===== src/rtl/rgb_stream_pkg.sv =====
// Shared types and constants for the RGB raster streamer.
package rgb_stream_pkg;

    localparam int PIXEL_W      = 24;
    // Pixels that may be buffered or in flight at once. This matches the output FIFO depth.
    localparam int CREDIT_DEPTH = 2;

    typedef enum logic [1:0] {
        ST_IDLE  = 2'd0,
        ST_RUN   = 2'd1,
        ST_DRAIN = 2'd2,
        ST_DONE  = 2'd3
    } state_e;

    typedef struct packed {
        logic [7:0] r;
        logic [7:0] g;
        logic [7:0] b;
    } pixel_t;

    function automatic pixel_t make_pixel(input logic [7:0] r, input logic [7:0] g,
                                          input logic [7:0] b);
        pixel_t p;
        p.r = r;
        p.g = g;
        p.b = b;
        return p;
    endfunction

endpackage


===== src/rtl/p2p_skid_fifo2.sv =====
// Two-entry FIFO that holds returned read data until the consumer accepts it.
module p2p_skid_fifo2 #(
    parameter int WIDTH = 24
) (
    input  logic             clk_i,
    input  logic             rst_i,
    input  logic             push_i,
    input  logic [WIDTH-1:0] push_data_i,
    input  logic             pop_i,
    output logic [1:0]       occ_o,
    output logic [WIDTH-1:0] head_o
);

    logic [WIDTH-1:0] mem_q [2];
    logic             wr_ptr_q, wr_ptr_d;
    logic             rd_ptr_q, rd_ptr_d;
    logic [1:0]       count_q, count_d;
    logic             do_push, do_pop;

    assign do_pop  = pop_i && (count_q != 2'd0);
    assign do_push = push_i && ((count_q != 2'd2) || do_pop);

    // Compute the next pointer and occupancy values from the push and pop qualifiers.
    always_comb begin
        wr_ptr_d = wr_ptr_q;
        rd_ptr_d = rd_ptr_q;
        count_d  = count_q;
        if (do_push) wr_ptr_d = ~wr_ptr_q;
        if (do_pop)  rd_ptr_d = ~rd_ptr_q;
        count_d = count_q + {1'b0, do_push} - {1'b0, do_pop};
    end

    // Update the storage, pointers and count.
    always_ff @(posedge clk_i or posedge rst_i) begin
        if (rst_i) begin
            // NOTE: the storage is only two words, so it is reset. The head then reads 0 out of reset without extra muxing.
            mem_q[0] <= '0;
            mem_q[1] <= '0;
            wr_ptr_q <= 1'b0;
            rd_ptr_q <= 1'b0;
            count_q  <= 2'd0;
        end else begin
            if (do_push) mem_q[wr_ptr_q] <= push_data_i;
            wr_ptr_q <= wr_ptr_d;
            rd_ptr_q <= rd_ptr_d;
            count_q  <= count_d;
        end
    end

    assign occ_o  = count_q;
    assign head_o = mem_q[rd_ptr_q];

endmodule


===== src/rtl/rgb_stream_tx.sv =====
// Raster pixel streamer. It reads a W x H frame from a synchronous-read memory and
// sends it over a busy/vld/data channel, using credit-limited reads into a 2-entry buffer.
module rgb_stream_tx
    import rgb_stream_pkg::*;
#(
    parameter int DATA_W = PIXEL_W,
    parameter int ADDR_W = 16,
    parameter int DIM_W  = 12
) (
    input  logic              i_clk,
    input  logic              i_rst,
    input  logic              i_start,
    input  logic [ADDR_W-1:0] i_base,
    input  logic [DIM_W-1:0]  i_width,
    input  logic [DIM_W-1:0]  i_height,
    output logic              o_mem_rd,
    output logic [ADDR_W-1:0] o_mem_addr,
    input  logic [DATA_W-1:0] i_mem_data,
    output logic              o_rgb_vld,
    output logic [DATA_W-1:0] o_rgb_data,
    input  logic              i_rgb_busy,
    output logic              o_active,
    output logic              o_done
);

    state_e            state_q, state_d;
    logic [ADDR_W-1:0] base_q, base_d;
    logic [ADDR_W-1:0] idx_q, idx_d;
    logic [DIM_W-1:0]  width_q, width_d;
    logic [DIM_W-1:0]  height_q, height_d;
    logic [DIM_W-1:0]  col_q, col_d;
    logic [DIM_W-1:0]  row_q, row_d;
    logic              rd_pend_q;

    logic              mem_rd;
    logic              pop;
    logic              credit_ok;
    logic              last_col, last_row;
    logic [1:0]        occ;

    assign pop       = o_rgb_vld && !i_rgb_busy;
    assign last_col  = (col_q == width_q - DIM_W'(1));
    assign last_row  = (row_q == height_q - DIM_W'(1));
    // Buffered pixels plus the read in flight, minus this cycle's pop, must stay below the credit depth.
    assign credit_ok = ({1'b0, occ} + {2'b00, rd_pend_q}) < (3'(CREDIT_DEPTH) + {2'b00, pop});

    // Next-state logic for the FSM, the counters and the read strobe.
    always_comb begin
        // NOTE: every signal gets its default first, so no branch can leave one unassigned and infer a latch.
        state_d  = state_q;
        base_d   = base_q;
        idx_d    = idx_q;
        width_d  = width_q;
        height_d = height_q;
        col_d    = col_q;
        row_d    = row_q;
        mem_rd   = 1'b0;
        unique case (state_q)
            ST_IDLE: begin
                if (i_start) begin
                    base_d   = i_base;
                    width_d  = i_width;
                    height_d = i_height;
                    idx_d    = '0;
                    col_d    = '0;
                    row_d    = '0;
                    state_d  = ((i_width != '0) && (i_height != '0)) ? ST_RUN : ST_DONE;
                end
            end
            ST_RUN: begin
                mem_rd = credit_ok;
                if (credit_ok) begin
                    idx_d = idx_q + ADDR_W'(1);
                    if (last_col) begin
                        col_d = '0;
                        row_d = row_q + DIM_W'(1);
                        if (last_row) state_d = ST_DRAIN;
                    end else begin
                        col_d = col_q + DIM_W'(1);
                    end
                end
            end
            ST_DRAIN: begin
                // Leave as soon as the final pixel transfers, so DONE follows it by exactly one cycle.
                if (!rd_pend_q && ((occ == 2'd0) || ((occ == 2'd1) && pop))) state_d = ST_DONE;
            end
            ST_DONE: state_d = ST_IDLE;
            default: state_d = ST_IDLE;
        endcase
    end

    // State, frame-parameter, counter and in-flight registers.
    always_ff @(posedge i_clk or posedge i_rst) begin
        if (i_rst) begin
            state_q   <= ST_IDLE;
            base_q    <= '0;
            idx_q     <= '0;
            width_q   <= '0;
            height_q  <= '0;
            col_q     <= '0;
            row_q     <= '0;
            rd_pend_q <= 1'b0;
        end else begin
            // NOTE: non-blocking assignments, so every register samples values from before this edge.
            state_q   <= state_d;
            base_q    <= base_d;
            idx_q     <= idx_d;
            width_q   <= width_d;
            height_q  <= height_d;
            col_q     <= col_d;
            row_q     <= row_d;
            rd_pend_q <= mem_rd;
        end
    end

    p2p_skid_fifo2 #(
        .WIDTH(DATA_W)
    ) u_fifo (
        .clk_i      (i_clk),
        .rst_i      (i_rst),
        .push_i     (rd_pend_q),
        .push_data_i(i_mem_data),
        .pop_i      (pop),
        .occ_o      (occ),
        .head_o     (o_rgb_data)
    );

    assign o_rgb_vld  = (occ != 2'd0);
    assign o_mem_rd   = mem_rd;
    assign o_mem_addr = mem_rd ? (base_q + idx_q) : '0;
    assign o_active   = (state_q == ST_RUN) || (state_q == ST_DRAIN);
    assign o_done     = (state_q == ST_DONE);

endmodule


===== config.mk =====
export PLATFORM = sky130hd
export DESIGN_NAME = rgb_stream_tx
export DESIGN_NICKNAME = d
export VERILOG_FILES = /design/src/rtl/rgb_stream_pkg.sv /design/src/rtl/p2p_skid_fifo2.sv /design/src/rtl/rgb_stream_tx.sv
export SDC_FILE = /design/constraint.sdc
export NUM_CORES = 1
export LEC_CHECK = 0
export CAP_MARGIN = 5
export CORE_UTILIZATION = 45
export CTS_CLUSTER_DIAMETER = 100
export DETAILED_ROUTE_END_ITERATION = 8
export PLACE_DENSITY = 0.82
export SYNTH_ARGS = -nofsm -noshare
export SYNTH_HDL_FRONTEND = slang
export SYNTH_SLANG_ARGS = --single-unit

===== constraint.sdc =====
create_clock -name i_clk -period 3.87 [get_ports i_clk]
set_input_delay 0.387 -clock i_clk [delete_from_list [all_inputs] [get_ports i_clk]]
set_output_delay 0.387 -clock i_clk [all_outputs]
set_load 0.02 [all_outputs]

### Word level (Yosys, flattened, before mapping)

Index checks and enable logic that the tools add are counted.

| storage, ports and cells | value |
|---|---|
| word-level logic and storage cells | 90 |
| output and inout bits | 44 |
| bits in registers | 135 |
| input bits | 68 |

| operators by class | value |
|---|---|
| reductions and logical operators | 22 |
| mux-type cells | 25 |
| $lt $le $gt $ge | 4 |
| $add $sub $neg | 10 |
| bitwise operators | 4 |
| eq/ne operators | 12 |

Operators by type and width:

| kind | number |
|---|---|
| two-way mux 24 bit | 4 |
| two-way mux 12 bit | 5 |
| bitwise mux 48 bit | 1 |
| two-way mux 16 bit | 3 |
| one-hot mux 12 bit (2 select lines) | 2 |
| one-hot mux 16 bit (2 select lines) | 1 |
| adder 12 x 1 -> 12 bit, second input constant | 2 |
| demux 24 bit (select 1 bit) | 1 |
| == test 12 bit | 2 |
| nonzero test 12 bit | 2 |
| subtractor 12 x 1 -> 12 bit, second input constant | 2 |
| adder 16 x 1 -> 16 bit, second input constant | 1 |
| adder 16 bit | 1 |
| two-way mux 2 bit | 6 |
| inequality test 2 bit, second input constant | 6 |
| one-hot mux 2 bit (4 select lines) | 1 |
| logical AND 1 bit | 7 |
| AND reduction 5 bit | 1 |
| == test 2 x 1 -> 1 bit, second input constant | 2 |
| == test 2 bit, second input constant | 2 |
| greater-or-equal comparator 2 bit, second input constant | 2 |
| logical NOT 2 bit | 2 |
| inverter 1 -> 2 bit | 2 |
| AND reduction 4 bit | 1 |
| 13 further kinds | 18 |

### Depth between registers and ports, before layout

Gate-level depths: netlist (run 1).

| logic depth | value |
|---|---|
| depth in word-level cells | 7 |
| mapped depth | 11 |
| gate-level depth less buffers | 9 |

### By module

From an unflattened synthesis (run 1), not the netlist that was laid out.

| second synthesis, totals | value |
|---|---|
| cells, all modules | 743 |
| area total of the unflattened synthesis | 7867.5 µm² |

By module, submodules not included:

| module | times used | sequential area each (µm²) | area each (µm²) | cells an instance |
|---|---|---|---|---|
| rgb_stream_tx | 1 | 2077.0 | 5494.0 | 589 |
| p2p_skid_fifo2 | 1 | 1301.2 | 2373.5 | 154 |

### Worst setup path before layout (run 1)

OpenSTA, ideal clock, no wires.

| path | value |
|---|---|
| kind | register to output |
| from | register idx_q[0] |
| to | output port o_mem_addr[14] |
| stages on the path, launching flop included | 10 |
| path buffers | 0 |
| data arrival time | 2.663 ns |
| required time | 3.483 ns |
| path slack | 0.820 ns |
| cells stage by stage | dfrtp_1 ha_1 fa_1 a211oi_1 o21bai_1 a31oi_1 o21ai_0 o41ai_1 o21ai_0 mux2i_1 |

| on the way | value |
|---|---|
| word-level cells in the longest chain between the ends | 2 |

RTL lines:

| element | RTL line | source |
|---|---|---|
| from (decl) | rgb_stream_tx.sv:28 | `logic [ADDR_W-1:0] idx_q, idx_d;` |
| from (signal assigned) | rgb_stream_tx.sv:107 | `idx_q <= idx_d;` |
| adder 16 bit | rgb_stream_tx.sv:130 | `assign o_mem_addr = mem_rd ? (base_q + idx_q) : '0;` |
| two-way mux 16 bit | rgb_stream_tx.sv:130 |  |
| to (decl) | rgb_stream_tx.sv:17 | `output logic [ADDR_W-1:0] o_mem_addr,` |

No other way between the ends.

### Final worst setup path (run 1)

| path | value |
|---|---|
| from | register idx_q[2] |
| to | output port o_mem_addr[13] |

The elaborated chain is that of the path after synthesis.

==> results of run 1 <==
## stage by stage
| step | std cells | power, mW | utilization | setup WS (ns) |
|---|---|---|---|---|
| global placement | 1012 | 5.81 | 0.543 | 0.291 |
| CTS | 1044 | 7.59 | 0.579 | 0.0739 |
| detailed placement | 1012 | 5.92 | 0.543 | 0.218 |
| finish | 1044 | 7.59 | 0.581 | 0.190 |
| floorplan | 698 | 4.76 | - | 0.820 |
| global route | 1044 | 8.03 | 0.581 | 0.0190 |
## flip-flops by register name (all words and copies together) (netlist names)
signal           flops
u_fifo.mem_q        48
u_fifo.wr_ptr_q      1
height_q            12
u_fifo.occ_o         2
u_fifo.rd_ptr_q      1
row_q               12
base_q              16
idx_q               16
state_q              2
rd_pend_q            1
width_q             12
col_q               12
## cells in the final DEF (no fill, tap or decap), types with 8 or more instances in the layout
cell | synthesis | layout
a21oi_1 | 21 | 21
clkdlybuf4s50_1 | 0 | 107
and4_1 | 8 | 8
and2_1 | 8 | 8
o21ai_0 | 26 | 25
mux2_2 | 113 | 113
mux2i_1 | 8 | 8
nand2_1 | 37 | 36
nor3_1 | 13 | 13
nand3_1 | 22 | 22
xnor2_1 | 28 | 28
and3_1 | 13 | 13
nand4_1 | 12 | 12
clkbuf_16 | 0 | 17
ha_1 | 28 | 28
inv_1 | 20 | 19
nor2_1 | 48 | 48
or3_1 | 12 | 12
dfrtp_1 | 135 | 134
xor2_1 | 28 | 28
## kinds of logic (layout without fill, tap and decap cells)
logic type / count (synthesis) / count (layout) / synth area share
multiplexers: 121 / 121 / 0.178
adder cells (fa/ha/maj): 29 / 29 / 0.0487
flip-flops: 135 / 135 / 0.444
AO/OA/AOI/OAI: 101 / 101 / 0.0911
buffers and inverters: 45 / 171 / 0.0234
AND/OR/NAND/NOR: 211 / 211 / 0.150
XOR/XNOR: 56 / 56 / 0.0645
## synth_stat cells (2+ instances only)
cell | n | area share
xor2_1 | 28 | 0.032
clkbuf_1 | 17 | 0.0084
nor2_1 | 48 | 0.024
dfrtp_1 | 135 | 0.44
and3_1 | 13 | 0.011
a211oi_1 | 6 | 0.0059
a21o_1 | 7 | 0.0069
and4_1 | 8 | 0.0092
nor4_2 | 3 | 0.0049
nand3_1 | 22 | 0.014
nand4_1 | 12 | 0.0099
mux2i_1 | 8 | 0.011
nand2_1 | 37 | 0.018
buf_1 | 6 | 0.0030
o21ai_0 | 26 | 0.017
ha_1 | 28 | 0.046
o31ai_1 | 3 | 0.0030
xnor2_1 | 28 | 0.032
nor2b_1 | 7 | 0.0058
a21oi_1 | 21 | 0.014
a22o_1 | 3 | 0.0035
a31oi_1 | 8 | 0.0066
a211o_1 | 5 | 0.0058
a2111oi_0 | 2 | 0.0023
inv_1 | 20 | 0.0099
nor4_1 | 7 | 0.0058
nand2b_1 | 6 | 0.0049
nor4b_2 | 2 | 0.0039
and2_1 | 8 | 0.0066
or3_1 | 12 | 0.0099
a22oi_1 | 2 | 0.0020
mux2_2 | 113 | 0.17
a31o_2 | 2 | 0.0023
or2_2 | 5 | 0.0041
o211ai_1 | 2 | 0.0020
nor4b_1 | 2 | 0.0023
o21bai_1 | 4 | 0.0039
o41ai_1 | 2 | 0.0023
nor3_1 | 13 | 0.0086
## critical path, delay by kind of cell (launching register included)
| family | cells | cell delay (ns) |
|---|---|---|
| and+or+nand+nor | 1 | 0.09 |
| adders and majority gates | 1 | 0.38 |
| buffers and inverters | 1 | 0.62 |
| DFF | 1 | 0.42 |
| xor gates and xnor gates | 1 | 0.10 |
| AOI/OAI and AO/OA | 5 | 1.26 |
## final cells by class
cell class,count,area [µm²],share of cell area
clock buffers,19,443,0.0462
well taps,220,275,0.0287
repair buffers,119,1190,0.124
flip-flops and latches,135,3380,0.352
multi-input cells,518,4080,0.425
clock inverters,13,154,0.0160
inverters,20,78.8,0.00821
## routing by layer
metal | part of all wire | GRT usage
met5 | 0 | 0
met4 | 0.034 | 0.102
met3 | 0.037 | 0.0392
met2 | 0.48 | 0.333
met1 | 0.45 | 0.276
## power by group
| part | switching [mW] | internal, mW | total, mW | leakage [nW] |
|---|---|---|---|---|
| sequential | 0.479 | 1.96 | 2.44 | 1.68 |
| clock | 0.616 | 1.02 | 1.64 | 0.285 |
| combinational | 1.77 | 1.74 | 3.51 | 2.14 |
## what timing repair did
item | 4_1_cts | 5_1_grt
hold buffers | 0 | 0
endpoints found under the setup margin | 3 | 5
resized for setup | 4 | 8
## worst paths after layout
check	from	end	slack, ns	cells after the start
worst max-delay path	idx_q[2]	o_mem_addr[13]	0.19	9
worst min-delay path	u_fifo.wr_ptr_q	u_fifo.wr_ptr_q	0.49	1
worst max register to register	width_q[0]	row_q[0]	0.84	9
worst min register to register	u_fifo.wr_ptr_q	u_fifo.wr_ptr_q	0.49	1
max in group asynchronous	i_rst	idx_q[3]	2.77	3
min in group asynchronous	i_rst	height_q[8]	0.54	3
==> metrics.md, run 1 <==
| Metric | Value |
|---|---|
| RePlAce Congestion | 0.870 |
| Ys Warns | 0 |
| DP HPWL | 12300 µm |
| Critical path peak fanout | 5 |
| First-pass GRT wire length | 29000 µm |
| Largest net degree at the start of global routing | 136 |
| Fraction of layout cells with a size suffix above 1 | 0.215 |
| Endpoint type of the worst setup path | output port |
| Synthesized area | 7600 µm² |
| Crit path time final | 3.68 ns |
| Initial DRT Pass Iterations | 5 |
| DRT iter0 DRCs | 372 |
| Clock Skews | 0.00567 ns |
| Crit Path Category | register to output port |
| Placed inst area | 8970 µm² |
| H-tree levels | 4 |
| ANT nets after route | 0 |
| Cell Rows | 47 |
| Nets | 908 |
| CTS tree | built |
| Grt total ovfl | 0 |
| Critical Path RT | 3.48 ns |
| Hold Fails Final Rpt | 0 |
| Max_cap viols | 0 |
| IO buf count | 111 |
| Fraction of registers with async set/reset | 1.00 |
| CTS Sinks | 135 |
| Initial antenna violation count | 0 |
| Static leakage | 4.10 nW |
| Cts bufs inserted | 17 |
| Pwr dens | 791 nW/µm² |
| Io pins | 112 |
| Post-synth EDFFs | 0 |
| Starting Density | 0.460 |
| Hold slack | 0.491 ns |
| Ant. Diodes | 0 |
| Dominant synthesized flop cell | dfrtp_1 |
| Slew headroom | 0.519 |
| Register area share after synthesis | 0.444 |
| Die Wd | 132 µm |
| CP Launch Type | register |
| FMAX | 272 MHz |
| P&R area growth vs syn | 26.2% |
| Via count | 5799 |
| Peak supply drop | 0.000382 V |
| Final WL | 17600 µm |
| RSZ-0062 raised after global routing | false |
| Seq cells post-synth | 135 |
| GRT Overall Usage | 0.209 |
| Slowest cell on the critical path | clkdlybuf4s50_1 |
| Outcome | completed |
| Final Max Tran Viols | 0 |
| Via/cell ratio | 5.55 |
| Max incr delay on CP | 0.62 ns |
| Setup TNS | 0 ns |
| # setup viols final | 0 |
| Fill count | 1306 |
| Post-CTS Setup Bufs | 0 |
| Syn_area_per_cell | 10.9 µm² |
| Worst slew pin tran | 0.721 ns |
| Post-synth cell types | 56 |
| Root Driver | clkbuf_16 |
| DRC | 0 |
| Worst-path clk slew | 0.06 ns |
| Clock latency reported for the late side of the worst-skew pair | 0.42 ns |
| Core Region | 16500 µm² |
| Syn nets | 795 |
| Die Area | 17400 µm² |
| WL/cell | 16.8 µm |
| Synth Instances | 698 |
| Worst path arrival time | 3.29 ns |
| Vias in the first global route | 5788 |
| HP Class | register to register |
| Height of the die | 132 µm |
| Fin area | 9600 µm² |
| Crit share post-route | 0.951 |
| Max Buffers Root-to-Sink | 2 |
| CP Cell Sequence | ha_1 -> o21a_1 -> a2111oi_2 -> o31a_1 -> a21oi_1 -> a31oi_1 -> xor2_1 -> nor2_1 -> clkdlybuf4s50_1 |
Power figures use the tool's default switching activity.
==> run 2, diff against run 1 <==
Clock period 3.87 ns to 3.03 ns, I/O delays scaled along.
==> metrics.md, run 2 (same netlist as run 1, synthesis figures left out) <==
| Metric | Value |
|---|---|
| Outcome | finished, violations left |
| Violated checks | negative setup slack |
| Vias in the first global route | 6063 |
| RSZ-0062 raised after global routing | true |
| Die Area | 17400 µm² |
| Max Buffers Root-to-Sink | 2 |
| ANT nets after route | 0 |
| H-tree levels | 4 |
| Endpoint type of the worst setup path | output port |
| Cts hold-fix bufs | 0 |
| Grt total ovfl | 0 |
| Dpl ws | -0.460 ns |
| Worst path arrival time | 2.92 ns |
| WP buf/inv | 2 |
| CTS tree | built |
| DR top layer | met4 |
| Fill count | 1248 |
| Final Max Tran Viols | 0 |
| Starting Density | 0.460 |
| Initial DRT Pass Iterations | 5 |
| Setup TNS | -0.870 ns |
| Peak supply drop | 0.000507 V |
| Hold Fails Final Rpt | 0 |
| Via/cell ratio | 5.54 |
| Root Driver | clkbuf_16 |
| DRC | 0 |
| Cts bufs inserted | 17 |
| Final worst slack | -0.189 ns |
| Max reg flops | 48 |
| Delay-heaviest family, CP | compound AO/OA/AOI/OAI gates |
| Initial antenna violation count | 0 |
| DP HPWL | 12700 µm |
| GRT Overall Usage | 0.218 |
| Worst slew pin tran | 0.818 ns |
| Fraction of layout cells with a size suffix above 1 | 0.264 |
| Worst-path clk slew | 0.06 ns |
| # setup viols final | 7 |
| CP Launch Type | register |
| Final WL | 18100 µm |
| Top reg by flops | u_fifo.mem_q |
| Critical path peak fanout | 3 |
| Most frequent cells in the layout | 135 x dfrtp_1, 113 x mux2_2, 96 x clkdlybuf4s50_1 |
| IO buf count | 111 |
| CP Cell Sequence | ha_2 -> fa_2 -> a211oi_4 -> o21bai_2 -> a31oi_2 -> o21ai_2 -> o41ai_2 -> buf_4 -> xor2_1 -> nor2_1 -> buf_2 |
| Static leakage | 4.30 nW |
| CTS Sinks | 135 |
| Io pins | 112 |
| DRT iter0 DRCs | 291 |
| Crit share post-route | 1.06 |
| Nets | 937 |
| Most common cell after layout, fill and taps aside | dfrtp_1 |
| Core Region | 16500 µm² |
| Height of the die | 132 µm |
| RePlAce Congestion | 0.878 |
| Die Wd | 132 µm |
| Fin area | 9910 µm² |
| Slowest cell on the critical path | fa_2 |
| Critical Path RT | 2.73 ns |
| Crit path time final | 3.22 ns |
| Pwr dens | 1020 nW/µm² |
| WL met3 | 715 µm |
| Largest net degree at the start of global routing | 43 |
| Hold slack | 0.389 ns |
| Clock Skews | 0.00695 ns |
| Max_cap viols | 0 |
| Ant. Diodes | 0 |
| Metal2 WL | 9090 µm |
| Cell Rows | 47 |
| FMAX | 311 MHz |
| Total power | 10.2 mW |
| Crit Path Category | register to output port |
| M1 wire length | 7850 µm |
| P&R area growth vs syn | 30.3% |
| Via count | 5938 |
| WL/cell | 16.9 µm |
| Clock latency reported for the late side of the worst-skew pair | 0.43 ns |
| Max incr delay on CP | 0.39 ns |
| Biggest regs | u_fifo.mem_q (48), base_q (16), idx_q (16) |
| HP Class | input port to asynchronous set/reset pin |
| Placed inst area | 9170 µm² |
| First-pass GRT wire length | 30000 µm |
| Slew headroom | 0.453 |
[run 2: cell types whose count changed in the layout (fill, tap and decap cells not counted), moves of 2 or more]
cell,before,now
clkinv_4,0,2
ha_1,28,26
buf_4,7,38
bufinv_16,3,5
buf_2,0,5
clkdlybuf4s50_1,107,96
dlymetal6s2s_1,2,0
dlygate4sd2_1,2,5
clkinv_2,5,2
o21ai_0,25,23
[run 2: worst paths after layout]
| path | start | to | cells after the start | slack [ns] |
|---|---|---|---|---|
| setup / recovery | base_q[0] | o_mem_addr[12] | 11 | -0.19 |
| hold / removal | i_rst | height_q[6] | 2 | 0.39 |
| setup reg to reg | width_q[0] | row_q[9] | 9 | 0.28 |
| hold reg to reg | u_fifo.wr_ptr_q | u_fifo.wr_ptr_q | 1 | 0.49 |
| max in group asynchronous | i_rst | u_fifo.mem_q[16] | 3 | 1.88 |
| min in group i_clk | i_base[6] | base_q[6] | 2 | 0.48 |
[run 2: area by class of cell]
cell class	instances	area, µm²	share of cell area
well taps	220	275	0.0278
clock inverters	12	200	0.0202
clock buffers	19	453	0.0457
inverters	20	78.8	0.00795
repair buffers	148	1370	0.138
flip-flops and latches	135	3380	0.341
multi-input cells	518	4160	0.419
[run 2: what timing repair did]
action | 4_1_cts | 5_1_grt
endpoints found under the setup margin | 15 | 9
hold endpoints to repair | 0 | 0
pin swaps | 15 | 15
buffers inserted | 3 | 1
gates resized for setup | 57 | 15
[run 2: through the flow]
step | utilization | std cells
global route | 0.600 | 1072
floorplan | - | 698
global placement | 0.555 | 1037
CTS | 0.596 | 1071
detailed placement | 0.555 | 1037
finish | 0.600 | 1072
[run 2: power by group]
part	leakage [nW]	internal, mW	switching (mW)	total [mW]
sequential	1.68	2.50	0.608	3.11
clock	0.311	1.50	0.796	2.29
combinational	2.31	2.39	2.36	4.75
[run 2: per-layer routing]
metal	GRT usage	up-vias
met4	0.0956	0
met5	0	-
met1	0.267	2933
li1	-	2812
met2	0.370	158
met3	0.0450	35
[run 2: worst register-to-register path: stages (launching register included)]
cell       delay, ns
dfrtp_1         0.45
inv_1           0.08
ha_1            0.27
and2_1          0.19
o21ai_0         0.16
a31oi_1         0.16
a2111oi_4       0.45
a31oi_4         0.31
or4_1           0.55
nand2_1         0.08
==> run 3, diff against run 2 <==
Settings changed: PLACE_DENSITY 0.82 to 0.79, SLEW_MARGIN set to 10.
Clock period 3.03 ns to 3.9 ns, I/O delays scaled along.
==> metrics.md, run 3 (same netlist as run 1, synthesis figures left out) <==
| Metric | Value |
|---|---|
| DP HPWL | 11900 µm |
| CP Cell Sequence | ha_1 -> a211o_1 -> a2111oi_2 -> o31a_1 -> a211oi_2 -> o21ai_0 -> xnor2_1 -> nor2_1 -> clkdlybuf4s50_1 |
| CTS Sinks | 135 |
| GRT Overall Usage | 0.208 |
| Levels on crit path | 9 |
| Slew headroom | 0.587 |
| CTS tree | built |
| Worst slew pin tran | 0.619 ns |
| Max incr delay on CP | 0.65 ns |
| Starting Density | 0.460 |
| HP Class | input port to asynchronous set/reset pin |
| FMAX | 268 MHz |
| Outcome | completed |
| H-tree levels | 4 |
| Worst path arrival time | 3.35 ns |
| Setup TNS | 0 ns |
| Largest net degree at the start of global routing | 54 |
| Via count | 5730 |
| Total power | 7.55 mW |
| Critical Path RT | 3.51 ns |
| Slowest cell on the critical path | clkdlybuf4s50_1 |
| DRC | 0 |
| Initial DRT Pass Iterations | 5 |
| Io pins | 112 |
| First-pass GRT wire length | 29000 µm |
| DRT iter0 DRCs | 291 |
| Fraction of layout cells with a size suffix above 1 | 0.212 |
| Max reg flops | 48 |
| Height of the die | 132 µm |
| IO buf count | 111 |
| Cell Rows | 47 |
| Core Region | 16500 µm² |
| Cts hold-fix bufs | 0 |
| Crit share post-route | 0.958 |
| Critical path peak fanout | 6 |
| Nets | 911 |
| Worst-path clk slew | 0.06 ns |
| Crit Path Category | register to output port |
| Hold Fails Final Rpt | 0 |
| Cells after DPL | 1015 |
| Final WL | 17200 µm |
| Root Driver | clkbuf_16 |
| Crit path time final | 3.74 ns |
| Reg2Reg Depth | 9 |
| CP Launch Type | register |
| R2R Path Start | width_q[0] |
| Via/cell ratio | 5.48 |
| Delay-heaviest family, CP | compound AO/OA/AOI/OAI gates |
| Final Max Tran Viols | 0 |
| # setup viols final | 0 |
| Endpoint type of the worst setup path | output port |
| Ant. Diodes | 0 |
| Initial antenna violation count | 0 |
| Biggest regs | u_fifo.mem_q (48), base_q (16), idx_q (16) |
| Static leakage | 4.11 nW |
| Die Area | 17400 µm² |
| WL/cell | 16.5 µm |
| Max_cap viols | 0 |
| Grt total ovfl | 0 |
| ANT nets after route | 0 |
| Most common cell after layout, fill and taps aside | dfrtp_1 |
| Cts bufs inserted | 17 |
| Top reg by flops | u_fifo.mem_q |
| Clock Skews | 0.00765 ns |
| Timing startpoint of the critical path | idx_q[1] |
| Die Wd | 132 µm |
| Non-Filler Instances | 1046 |
| WP buf/inv | 1 |
| Hold slack | 0.382 ns |
| P&R area growth vs syn | 26.5% |
| Pwr dens | 785 nW/µm² |
| Clock latency reported for the late side of the worst-skew pair | 0.42 ns |
| Max Buffers Root-to-Sink | 2 |
| Core Util, Final | 0.582 |
| Most frequent cells in the layout | 135 x dfrtp_1, 113 x mux2_2, 109 x clkdlybuf4s50_1 |
| Vias in the first global route | 5725 |
| RSZ-0062 raised after global routing | false |
| RePlAce Congestion | 0.833 |
| Peak supply drop | 0.000392 V |
run 3: final cells by class:
class / count / area, µm²
fillers: 1331 / 6910
repair buffers: 122 / 1210
clock buffers: 21 / 450
flip-flops and latches: 135 / 3380
well taps: 220 / 275
multi-input cells: 518 / 4080
clock inverters: 10 / 153
inverters: 20 / 78.8
run 3: metal layers:
metal	wire, µm	GRT usage	up-vias
met5	0	0	-
li1	-	-	2766
met1	7730	0.266	2792
met3	747	0.0446	25
met4	329	0.0652	0
met2	8420	0.352	147
run 3: worst reg2reg max path: cells and delay by family (launching register included):
| family | cells | cell delay, ns |
|---|---|---|
| buffers and inverters | 1 | 0.08 |
| muxes | 1 | 0.38 |
| AOI/OAI and AO/OA | 4 | 1.09 |
| adders and majority gates | 1 | 0.26 |
| and+or+nand+nor | 2 | 0.61 |
| DFF | 1 | 0.46 |
run 3: through the flow:
step	instance area, µm²	setup slack, ns
3_3_place_gp	8990	0.235
2_1_floorplan	7610	0.847
6_report	9620	0.163
4_1_cts	9610	0.0174
3_5_place_dp	8990	0.218
5_1_grt	9620	0.00212
run 3: report_power, final:
part | internal [mW] | total, mW | switching, mW
Sequential | 1.94 | 2.40 | 0.460
Combinational | 1.74 | 3.48 | 1.74
Clock | 1.08 | 1.67 | 0.589
run 3: path summary, 6_finish.rpt:
kind / end / slack, ns
worst max-delay path: o_mem_addr[15] / 0.16
worst min-delay path: u_fifo.mem_q[27] / 0.38
worst max register to register: row_q[0] / 0.91
worst min register to register: u_fifo.wr_ptr_q / 0.49
max in group asynchronous: base_q[10] / 2.69
min in group i_clk: u_fifo.wr_ptr_q / 0.49
run 3: timing repair:
action                                 CTS  global route
setup endpoints to repair                4             3
endpoints found under the hold margin    0             0
gates resized for setup                  5             3
buffers inserted                         0             0
==> RTL change (settings of run 1) <==
Encoding of `state_e`: now one-hot (4 bits for 4 states).
--- a/src/rtl/rgb_stream_pkg.sv
+++ b/src/rtl/rgb_stream_pkg.sv
@@ -5,11 +5,11 @@
     // Pixels that may be buffered or in flight at once. This matches the output FIFO depth.
     localparam int CREDIT_DEPTH = 2;
 
-    typedef enum logic [1:0] {
-        ST_IDLE  = 2'd0,
-        ST_RUN   = 2'd1,
-        ST_DRAIN = 2'd2,
-        ST_DONE  = 2'd3
+    typedef enum logic [3:0] {
+        ST_IDLE  = 4'b0001,
+        ST_RUN   = 4'b0010,
+        ST_DRAIN = 4'b0100,
+        ST_DONE  = 4'b1000
     } state_e;
 
     typedef struct packed {
Formal check against the unedited RTL: same outputs for any inputs over 4 cycles, from zero or initial values and one cycle with i_rst high; so few cycles prove little.
==> RTL change against run 1 <==
Sequential cell count rose by 2; total power decreased by 14%; hold slack got worse by 0.29 ns; area after synthesis rose by 0.56%; combinational power is 23% lower; clock power grew 4%; routed wire length increased by 1.6%; setup slack improved by 0.052 ns; final area increased by 0.39%.
==> RTL change: results (changes against run 1) <==
Post-CTS setup buffer count - 0 (unchanged)
Most used DFF post-synth - dfrtp_1
Overall Global Routing Usage - 0.216 (+0.00609)
Post-synth top cells - nand2_1 (142), dfrtp_1 (136), mux2_2 (73)
Inserted Clock Buffers - 17 (unchanged)
Biggest regs - u_fifo.mem_q: 48 flops, base_q: 16 flops, idx_q: 16 flops
Largest net degree at the start of global routing - 90 (-34%)
Post-Route Skew - 0.0109 ns (+0.00522 ns)
H-Tree Depth - 4 (unchanged)
First-pass GRT wire length - 30.3 mm (+4.2%)
Detailed Route WL - 17.9 mm (+1.6%)
Crit-path max cell delay - 0.67 ns (+0.05 ns)
Yosys cell types - 59 (+5.4%)
DP HPWL - 12.6 mm (+2.0%)
Vias per inst - 5.45 (-1.8%)
Layout cell share with drive strength beyond 1 - 0.147 (-0.0674)
Port Buffer Count - 111 (unchanged)
# resized after CTS - 0 (-4)
Number of global-route vias before repair - 6257 (+8.1%)
Seq/Total Area, Yosys - 0.448 (+0.00424)
Max Fanout on Critical Path - 11 (+6)
Slowest-stage cell, CP - or4b_1
DR vias - 6196 (+6.8%)
GPL Wtd Cong - 0.908 (+4.4%)
Final #Nets - 997 (+9.8%)
Syn_nets - 892 (+12%)
Status - finished clean
Top cells by area, synth - dfrtp_1 (45%), mux2_2 (11%), nand2_1 (7.0%)
VDD IR-drop max - 419 uV (+9.5%)
Hold Path Class - input port to asynchronous set/reset pin
DP Area - 0.00900 mm2 (+0.36%)
Clock buffer depth - 2 (unchanged)
Worst EP arrival - 3.24 ns (-0.05 ns)
Dpl cells - 1105 (+9.2%)
Syn avg cell area - 9.57 um2 (-12%)
1st-iter DRT viols - 313 (-16%)
Reg-to-reg slack, setup - 0.78 ns (-0.06 ns)
Leak Pwr - 0.00436 uW (+6.2%)
Worst slew margin - 0.510 (-0.00912)
TritonRoute pass-1 iters - 4 (-1)
Critical path's top delay family - simple AND/OR/NAND/NOR gates
RTL change: cell count changes after synthesis, moves of 4 or more:
cell      before  now
clkbuf_1      17   25
nand4_1       12   20
mux2_2       113   73
nor4_1         7   13
ha_1          28   24
and4_1         8    0
buf_2          1    6
a21oi_1       21   25
a211o_1        5    0
nor2b_1        7    3
nand2_1       37  142
nor2_1        48   57
xnor2_1       28   33
o21ai_0       26   32
RTL change: cell families after synthesis:
| kind of cell | Yosys count | share of synthesized area |
|---|---|---|
| simple gates | 329 | 0.203 |
| flops | 137 | 0.448 |
| compound gates | 112 | 0.0947 |
| mux | 78 | 0.114 |
| buf+inv | 60 | 0.0319 |
| xor+xnor | 58 | 0.0664 |
| fa+ha+maj | 25 | 0.0419 |
RTL change: per-layer routing:
layer / vias up / GRT usage / part of all wire
met3: 28 / 0.0327 / 0.040
met2: 158 / 0.364 / 0.49
met1: 3002 / 0.277 / 0.45
met4: 0 / 0.0888 / 0.022
li1: 3008 / - / -
met5: - / 0 / 0
RTL change: final cells by class:
type                    instances  area [um2]
repair buffers                124        1220
clock buffers                  19         443
fillers                      1428        6950
flip-flops and latches        137        3430
well taps                     220         275
clock inverters                12         174
multi-input cells             602        4000
inverters                      22        86.3
RTL change: power by group:
group | internal (uW) | switching (uW)
logic | 1360 | 1320
clock network | 1090 | 611
registers | 1820 | 291
RTL change: through the flow:
step | setup slack, ns | hold slack [ns]
finish | 0.242 | 0.202
global route | 0.00859 | 0.212
CTS | 0.112 | 0.188
detailed placement | 0.589 | 0.479
global placement | 0.609 | 0.467
floorplan | 1.04 | 0.452
RTL change: path summary, 6_finish.rpt:
path,start,end
max,state_q[2]$_DFFE_PP0P_,o_mem_addr[7]
min,i_rst,u_fifo.mem_q[7]$_DFFE_PP0P_
max reg2reg,width_q[0]$_DFFE_PP0P_,row_q[0]$_DFFE_PP0P_
min reg2reg,base_q[6]$_DFFE_PP0P_,base_q[6]$_DFFE_PP0P_
max in group asynchronous,i_rst,height_q[8]$_DFFE_PP0P_
min in group i_clk,base_q[6]$_DFFE_PP0P_,base_q[6]$_DFFE_PP0P_
